File: src/rtl/femto_mem_defs.sv
// ============================================================================
// femto_mem_defs : shared encodings for the unified-memory port arbiter
// Revision: 1.0
// ============================================================================
`default_nettype none

package femto_mem_defs;

  localparam logic [1:0] ST_IDLE  = 2'd0;
  localparam logic [1:0] ST_RD_IF = 2'd1;
  localparam logic [1:0] ST_RD_D  = 2'd2;

  localparam logic REQ_IF = 1'b0;
  localparam logic REQ_D  = 1'b1;

  localparam logic [3:0] BE_FULL = 4'hF;

  // Loads always read the full word; only stores use the requester's lanes.
  function automatic logic [3:0] data_be(input logic we, input logic [3:0] be);
    return we ? be : BE_FULL;
  endfunction

endpackage

`default_nettype wire

File: src/rtl/mem_lat_timer.sv
// ============================================================================
// mem_lat_timer : loadable down-counter with a done flag (count == 0)
// Revision: 1.0
// ============================================================================
`default_nettype none

module mem_lat_timer #(
  parameter int MEM_LAT = 1,
  parameter int CW      = $clog2(MEM_LAT) + 1
) (
  input  logic          clk,
  input  logic          rst,
  input  logic          load_i,
  input  logic [CW-1:0] load_val_i,
  input  logic          dec_i,
  output logic          done_o
);

  logic [CW-1:0] cnt_q, cnt_d;

  always_comb begin
    cnt_d = cnt_q;
    if (load_i) begin
      cnt_d = load_val_i;
    end else if (dec_i && (cnt_q != '0)) begin
      cnt_d = cnt_q - 1'b1;
    end
  end

  always_ff @(posedge clk or negedge rst) begin
    if (!rst) begin
      cnt_q <= '0;
    end else begin
      cnt_q <= cnt_d;
    end
  end

  assign done_o = (cnt_q == '0);

endmodule

`default_nettype wire

File: src/rtl/mem_port_arbiter.sv
// ============================================================================
// mem_port_arbiter : shares one single-ported memory between fetch and data
// Optional perf counters: define MEM_ARB_PERF_CNT_EN
// Revision: 1.0
// ============================================================================
`default_nettype none

module mem_port_arbiter import femto_mem_defs::*; #(
  parameter int AW      = 8,
  parameter int DW      = 32,
  parameter int MEM_LAT = 1
) (
  input  logic          clk,
  input  logic          rst,
  input  logic          if_req,
  input  logic [AW-1:0] if_addr,
  output logic          if_gnt,
  output logic          if_rvalid,
  output logic [DW-1:0] if_rdata,
  input  logic          d_req,
  input  logic          d_we,
  input  logic [3:0]    d_be,
  input  logic [AW-1:0] d_addr,
  input  logic [DW-1:0] d_wdata,
  output logic          d_gnt,
  output logic          d_rvalid,
  output logic [DW-1:0] d_rdata,
  output logic          mem_en,
  output logic          mem_we,
  output logic [3:0]    mem_be,
  output logic [AW-3:0] mem_addr,
  output logic [DW-1:0] mem_wdata,
  input  logic [DW-1:0] mem_rdata,
  output logic          busy
`ifdef MEM_ARB_PERF_CNT_EN
  ,
  output logic [15:0]   conflict_cnt,
  output logic [15:0]   wait_cnt
`endif
);

  localparam int CW = $clog2(MEM_LAT) + 1;

  logic [1:0]    state_q, state_d;
  logic          pref_q, pref_d;
  logic [DW-1:0] if_hold_q, if_hold_d;
  logic [DW-1:0] d_hold_q, d_hold_d;
  logic          w_idle, w_rd_gnt, w_timer_done;
  logic          unused_addr_lsbs;

  assign unused_addr_lsbs = ^{if_addr[1:0], d_addr[1:0]};

  // Grants are combinational on state, so they must also be masked while reset is held.
  assign w_idle = rst & (state_q == ST_IDLE);
  assign if_gnt = w_idle & if_req & (~d_req | (pref_q == REQ_D));
  assign d_gnt  = w_idle & d_req  & (~if_req | (pref_q == REQ_IF));

  assign mem_en    = if_gnt | d_gnt;
  assign mem_we    = d_gnt & d_we;
  assign mem_be    = if_gnt ? BE_FULL : (d_gnt ? data_be(d_we, d_be) : 4'h0);
  assign mem_addr  = d_gnt ? d_addr[AW-1:2] : (if_gnt ? if_addr[AW-1:2] : '0);
  assign mem_wdata = mem_we ? d_wdata : '0;

  assign w_rd_gnt  = if_gnt | (d_gnt & ~d_we);
  assign if_rvalid = (state_q == ST_RD_IF) & w_timer_done;
  assign d_rvalid  = (state_q == ST_RD_D)  & w_timer_done;
  assign if_rdata  = if_rvalid ? mem_rdata : if_hold_q;
  assign d_rdata   = d_rvalid  ? mem_rdata : d_hold_q;

  assign busy = rst & ((state_q != ST_IDLE) | (if_req & ~if_gnt) | (d_req & ~d_gnt));

  mem_lat_timer #(.MEM_LAT(MEM_LAT), .CW(CW)) u_lat_timer (
    .clk        (clk),
    .rst        (rst),
    .load_i     (w_rd_gnt),
    .load_val_i (CW'(MEM_LAT - 1)),
    .dec_i      (state_q != ST_IDLE),
    .done_o     (w_timer_done)
  );

  always_comb begin
    state_d   = state_q;
    pref_d    = pref_q;
    if_hold_d = if_rvalid ? mem_rdata : if_hold_q;
    d_hold_d  = d_rvalid  ? mem_rdata : d_hold_q;
    case (state_q)
      ST_IDLE: begin
        if (if_gnt) begin
          state_d = ST_RD_IF;
        end else if (d_gnt && !d_we) begin
          state_d = ST_RD_D;
        end
        if (if_gnt && d_req) begin
          pref_d = REQ_IF;
        end else if (d_gnt && if_req) begin
          pref_d = REQ_D;
        end
      end
      ST_RD_IF, ST_RD_D: begin
        if (w_timer_done) begin
          state_d = ST_IDLE;
        end
      end
      default: state_d = ST_IDLE;
    endcase
  end

  // pref holds the last conflict winner; starting at data lets fetch win the first conflict.
  always_ff @(posedge clk or negedge rst) begin
    if (!rst) begin
      state_q   <= ST_IDLE;
      pref_q    <= REQ_D;
      if_hold_q <= '0;
      d_hold_q  <= '0;
    end else begin
      state_q   <= state_d;
      pref_q    <= pref_d;
      if_hold_q <= if_hold_d;
      d_hold_q  <= d_hold_d;
    end
  end

`ifdef MEM_ARB_PERF_CNT_EN
  logic [15:0] conflict_q, conflict_d;
  logic [15:0] wait_q, wait_d;

  always_comb begin
    conflict_d = conflict_q;
    wait_d     = wait_q;
    if (w_idle && if_req && d_req && (conflict_q != 16'hFFFF)) begin
      conflict_d = conflict_q + 16'd1;
    end
    if (((if_req && !if_gnt) || (d_req && !d_gnt)) && (wait_q != 16'hFFFF)) begin
      wait_d = wait_q + 16'd1;
    end
  end

  always_ff @(posedge clk or negedge rst) begin
    if (!rst) begin
      conflict_q <= '0;
      wait_q     <= '0;
    end else begin
      conflict_q <= conflict_d;
      wait_q     <= wait_d;
    end
  end

  assign conflict_cnt = conflict_q;
  assign wait_cnt     = wait_q;
`endif

endmodule

`default_nettype wire
File: config.mk
export PLATFORM = sky130hd
export DESIGN_NAME = mem_port_arbiter
export DESIGN_NICKNAME = d
export VERILOG_FILES = /design/src/rtl/femto_mem_defs.sv /design/src/rtl/mem_lat_timer.sv /design/src/rtl/mem_port_arbiter.sv
export SDC_FILE = /design/constraint.sdc
export NUM_CORES = 1
export LEC_CHECK = 0
export ABC_AREA = 1
export CORE_MARGIN = 10
export CORE_UTILIZATION = 29
export DETAILED_ROUTE_END_ITERATION = 7
export HOLD_SLACK_MARGIN = 0.08
export PLACE_DENSITY_LB_ADDON = 0.05
export SYNTH_ARGS = -nofsm -noshare
export SYNTH_HDL_FRONTEND = slang
export SYNTH_SLANG_ARGS = --single-unit
File: constraint.sdc
create_clock -name clk -period 2.7 [get_ports clk]
set_clock_uncertainty 0.15 [all_clocks]
set_input_delay 0.81 -clock clk [delete_from_list [all_inputs] [get_ports clk]]
set_output_delay 0.81 -clock clk [all_outputs]
set_load 0.02 [all_outputs]
==> Word-level counts from Yosys, hierarchy flattened <==
Cells that the tools add are included.
{ "op_classes": {"bitwise_logic": 25, "n_addsub": 1, "mux": 16, "n_reduce_logical": 12, "eq_ne": 4} }
{ "ops": {"columns": ["cell", "n"], "rows": [
  ["two-way mux 32 bit", 3],
  ["AND 1 bit", 12],
  ["two-way mux 4 bit", 3],
  ["two-way mux 6 bit", 2],
  ["NOT 1 bit", 7],
  ["two-way mux 2 bit", 3],
  ["OR 1 bit", 6],
  ["nonzero test 2 bit", 3],
  ["logical AND 1 bit", 4],
  ["two-way mux 1 bit", 4],
  ["one-hot mux 2 bit (2 select lines)", 1],
  ["AND reduction 2 bit", 2],
  ["!= test 3 x 2 -> 1 bit, second input constant", 1],
  ["equality test 2 x 1 -> 1 bit, second input constant", 1],
  ["equality test 2 bit, second input constant", 1],
  ["logical NOT 2 bit", 1],
  ["!= test 2 bit, second input constant", 1],
  ["OR reduction 2 bit", 1],
  ["logical NOT 1 bit", 1],
  ["subtractor 1 bit, second input constant", 1]
]} }
{ "totals": {"elab_cells": 63, "reg_bits": 68, "out_inout_bits": 113} }

==> Logic depth before layout (Yosys ltp) <==
{ "logic_depth": {"word_depth": 9, "mapped_depth": 10, "mapped_depth_nobuf": 9} }

==> By module <==
Synthesis repeated with hierarchy kept, for this count alone.
{ "hier_totals": {"hier_cells": 387, "hier_area_um2": 3253.1} }
{ "modules_own_cells": {"columns": ["mod", "instances", "cells_each", "area_per_inst_um2"], "rows": [
  ["mem_port_arbiter", 1, 380, 3204.3],
  ["mem_lat_timer", 1, 7, 48.8]
]} }

==> Least setup slack after synthesis <==
Ideal clock, no wire load.
{ "synth_timing": {"path_kind": "input-to-output", "startpoint": "in if_req", "endpoint": "out mem_wdata[10]", "path_stages": 8, "arrival_time_ns": 1.686, "setup_slack_ns": 0.054, "t_required_ns": 1.740, "cell_sequence": "nand2_1 inv_1 nor2_4 inv_2 nor2_4 inv_2 buf_6 nor2_2"} }
{ "synth_between": {"elab_chain_cells": 5} }
{ "synth_rtl": {"columns": ["element", "line", "rtl"], "rows": [
  ["start: declaration", "mem_port_arbiter.sv:15", "input logic if_req,"],
  ["NOT 1 bit", "mem_port_arbiter.sv:56", "assign d_gnt = w_idle & d_req & (~if_req | (pref_q == REQ_IF));"],
  ["OR 1 bit", "mem_port_arbiter.sv:56", null],
  ["AND 1 bit", "mem_port_arbiter.sv:56", null],
  ["AND 1 bit", "mem_port_arbiter.sv:59", "assign mem_we = d_gnt & d_we;"],
  ["via mem_we", "mem_port_arbiter.sv:29", "output logic mem_we,"],
  ["two-way mux 32 bit", "mem_port_arbiter.sv:62", "assign mem_wdata = mem_we ? d_wdata : '0;"],
  ["end: declaration", "mem_port_arbiter.sv:32", "output logic [DW-1:0] mem_wdata,"]
]} }
The timed path passes the listed nets, and every way through them passes these cells.

==> Final worst setup path <==
{ "layout_timing": {"startpoint": "reg state_q[1]", "endpoint": "out if_rdata[24]"} }
{ "layout_between": {"elab_chain_cells": 3} }
{ "layout_rtl": {"columns": ["element", "line", "rtl"], "rows": [
  ["start: declaration", "mem_port_arbiter.sv:44", "logic [1:0] state_q, state_d;"],
  ["start signal: assignment", "mem_port_arbiter.sv:116", "state_q <= state_d;"],
  ["equality test 2 x 1 -> 1 bit", "mem_port_arbiter.sv:65", "assign if_rvalid = (state_q == ST_RD_IF) & w_timer_done;"],
  ["AND 1 bit", "mem_port_arbiter.sv:65", null],
  ["two-way mux 32 bit", null, null],
  ["end: declaration", "mem_port_arbiter.sv:19", "output logic [DW-1:0] if_rdata,"]
]} }
No other way between the ends.

==> flow_summary.ini <==
[outcome]
status = finished, violations left
violations = negative setup slack

[route]
drt_iter0_drc = 60
post_drt_wl_per_cell_um = 16.88
wl_um = 12930
drt_pre_antenna_iters = 4
drtAntennaViolNets = 0
drcViolationCount = 0
routed-via-count = 3364
viasPerCell = 4.392

[synth]
synthCells = 370
netlist.area_leader.share = 0.5286
yosys-top-cells-area = dfrtp_1 (53%), o21ai_0 (11%), nand2_1 (9.9%)
synth_area_mm2 = 0.003172
synth_warnings = 0
ys_seq_elements = 68
synthesis.nets = 462
avgSynthCellArea_um2 = 8.572
synthDistinctLibCells = 19
yosys.area.top_type = dfrtp_1
yosysSeqAreaShare = 0.5369

[finish]
drive_gt1_frac = 0.5080
layout_common_cells = buf_6 (96), clkdlybuf4s50_1 (80), inv_1 (68), nand2_1 (68), dfrtp_1 (67)
finalNonFillerCells = 766
syn_to_final_growth_pct = 115.0
mostFrequentLayoutCell = buf_6
nNetsFinal = 713
diodes = 0
final_area_mm2 = 0.006819

[setup_path]
r2r-start = state_q[1]
criticalPathCategory = register to output port
rr_worst_depth = 10
crit_fanout = 7
r2r_end = if_hold_q[24]
crit_arrival_ns = 1.86
critPathCaptureType = output port
reg2reg_slack_ns = 0.94
start_kind = register
required_ns = 1.74

[worst_hold_path]
hold_class = input pin to async pin

[clock_network]
cts_htree_levels = 3
clk_pin_slew_ns = 0.07
clk_latency_ns = 0.34
tritoncts = built
cts-root-buf = clkbuf_8
cts_hold_buf = 0
numClockSinks = 68
cts_buffers = 9
clockBufferDepth = 2

[pwr]
vdd_ir_drop_max_mv = 0.7574
leakage_nw = 3.340
power_density_mw_per_mm2 = 1236

[placement]
place_hpwl_um = 8941
place_area_mm2 = 0.005557
portBuffers = 197
dp.cells = 727
place.gp.congestion = 0.8504
place_ws_ns = -0.8732

[global_route]
grt_pass1_wl_um = 19500
antenna_found_initial = 0
grt_max_degree = 59
grt_overflow = 0
grt.total_usage = 0.1550
grt_pass1_vias = 3471

[sta]
maxSlewHeadroom = 0.5031
drv_slew = 0
worst_pin_slew_ns = 0.7453
setup_ws_ns = -0.1191
hold_violations = 0
tns_ns = -3.086
finalCritPeriodShare = 1.044
finalSetupViolCount = 50
min_period_ns = 2.819
max_freq_mhz = 354.7
rsz0062_at_grt = yes

[floorplanning]
die_x_um = 124.6
die_h_um = 124.6
row_count = 38
die-area_mm2 = 0.01552
initial_core_util = 0.2939
num_io_pins = 202
core_area_mm2 = 0.01079

[job]
maxCapViolCount = 0
==> state kept, by name, summed over array words and instances, names as in the netlist <==
name	cells
d_hold_q	32
if_hold_q	32
state_q	2
pref_q	1
u_lat_timer.cnt_q	1
==> layer usage <==
| layer | up-vias | GRT usage | part of all wire |
|---|---|---|---|
| met2 | 144 | 0.2339 | 0.47 |
| met1 | 1580 | 0.1979 | 0.44 |
| met3 | 14 | 0.06128 | 0.081 |
| li1 | 1626 | - | - |
| met5 | - | 0 | 0 |
| met4 | 0 | 0.04935 | 0.014 |
==> power breakdown <==
part	total, mW	internal [mW]	switching [mW]
registers	1.70	1.53	0.168
logic	5.88	2.83	3.05
clock network	0.850	0.480	0.370
==> cell usage after synthesis, drive strengths merged <==
| cell | instances |
|---|---|
| dfrtp | 67 |
| o21ai | 68 |
| clkbuf | 6 |
| inv | 78 |
| nand2 | 84 |
| a22o | 6 |
| dfstp | 1 |
| buf | 13 |
| nor2 | 38 |
| ha | 3 |
| nand3 | 4 |
| a21oi | 2 |
==> worst max-delay path: stages (launching register included) <==
cell and delay (ns):
dfrtp_1 0.39, inv_2 0.08, buf_4 0.11, ha_4 0.15, nand2_8 0.10, buf_16 0.16, buf_12 0.14, buf_6 0.12
o21ai_4 0.13, buf_6 0.14
==> through the flow <==
step | hold WS [ns] | total power [mW] | utilization
after floorplan | 0.3166 | 3.644 | -
after global placement | 0.3265 | 5.941 | 0.5148
after detailed placement | 0.3331 | 5.986 | 0.5148
after CTS | 0.2934 | 7.271 | 0.5461
after global routing | 0.3206 | 8.958 | 0.6318
final | 0.3134 | 8.428 | 0.6318
==> cells by family after synthesis <==
| kind of cell | share of synthesized area |
|---|---|
| AOI/OAI and AO/OA | 0.1270 |
| adders and majority gates | 0.01184 |
| DFF | 0.5369 |
| buffers and inverters | 0.1278 |
| and+or+nand+nor | 0.1964 |
==> worst max path at each step <==
| stage | from | endpoint | slack, ns |
|---|---|---|---|
| after global placement | d_req | mem_addr[4] | -0.86 |
| after global routing | state_q[1] | mem_wdata[23] | -0.19 |
| after detailed placement | d_req | mem_wdata[25] | -0.87 |
| after floorplan | if_req | mem_wdata[10] | 0.05 |
| final | state_q[1] | if_rdata[24] | -0.12 |
| after CTS | state_q[0] | mem_wdata[25] | -0.16 |
==> layout make-up <==
cell class,instances,area [um2]
well taps,140,175.2
multi-input cells,205,1679
repair buffers,259,2768
clock buffers,15,166.4
flip-flops and latches,68,1703
inverters,78,297.8
fillers,947,3974
clock inverters,1,30.03
==> repair_timing <==
action                     CTS  global route
setup endpoints to repair  113           107
pin swaps                    3             7
setup buffers                5             8
resized for setup          714           209
cloned                       5             5
Power figures use the tool's default switching activity.
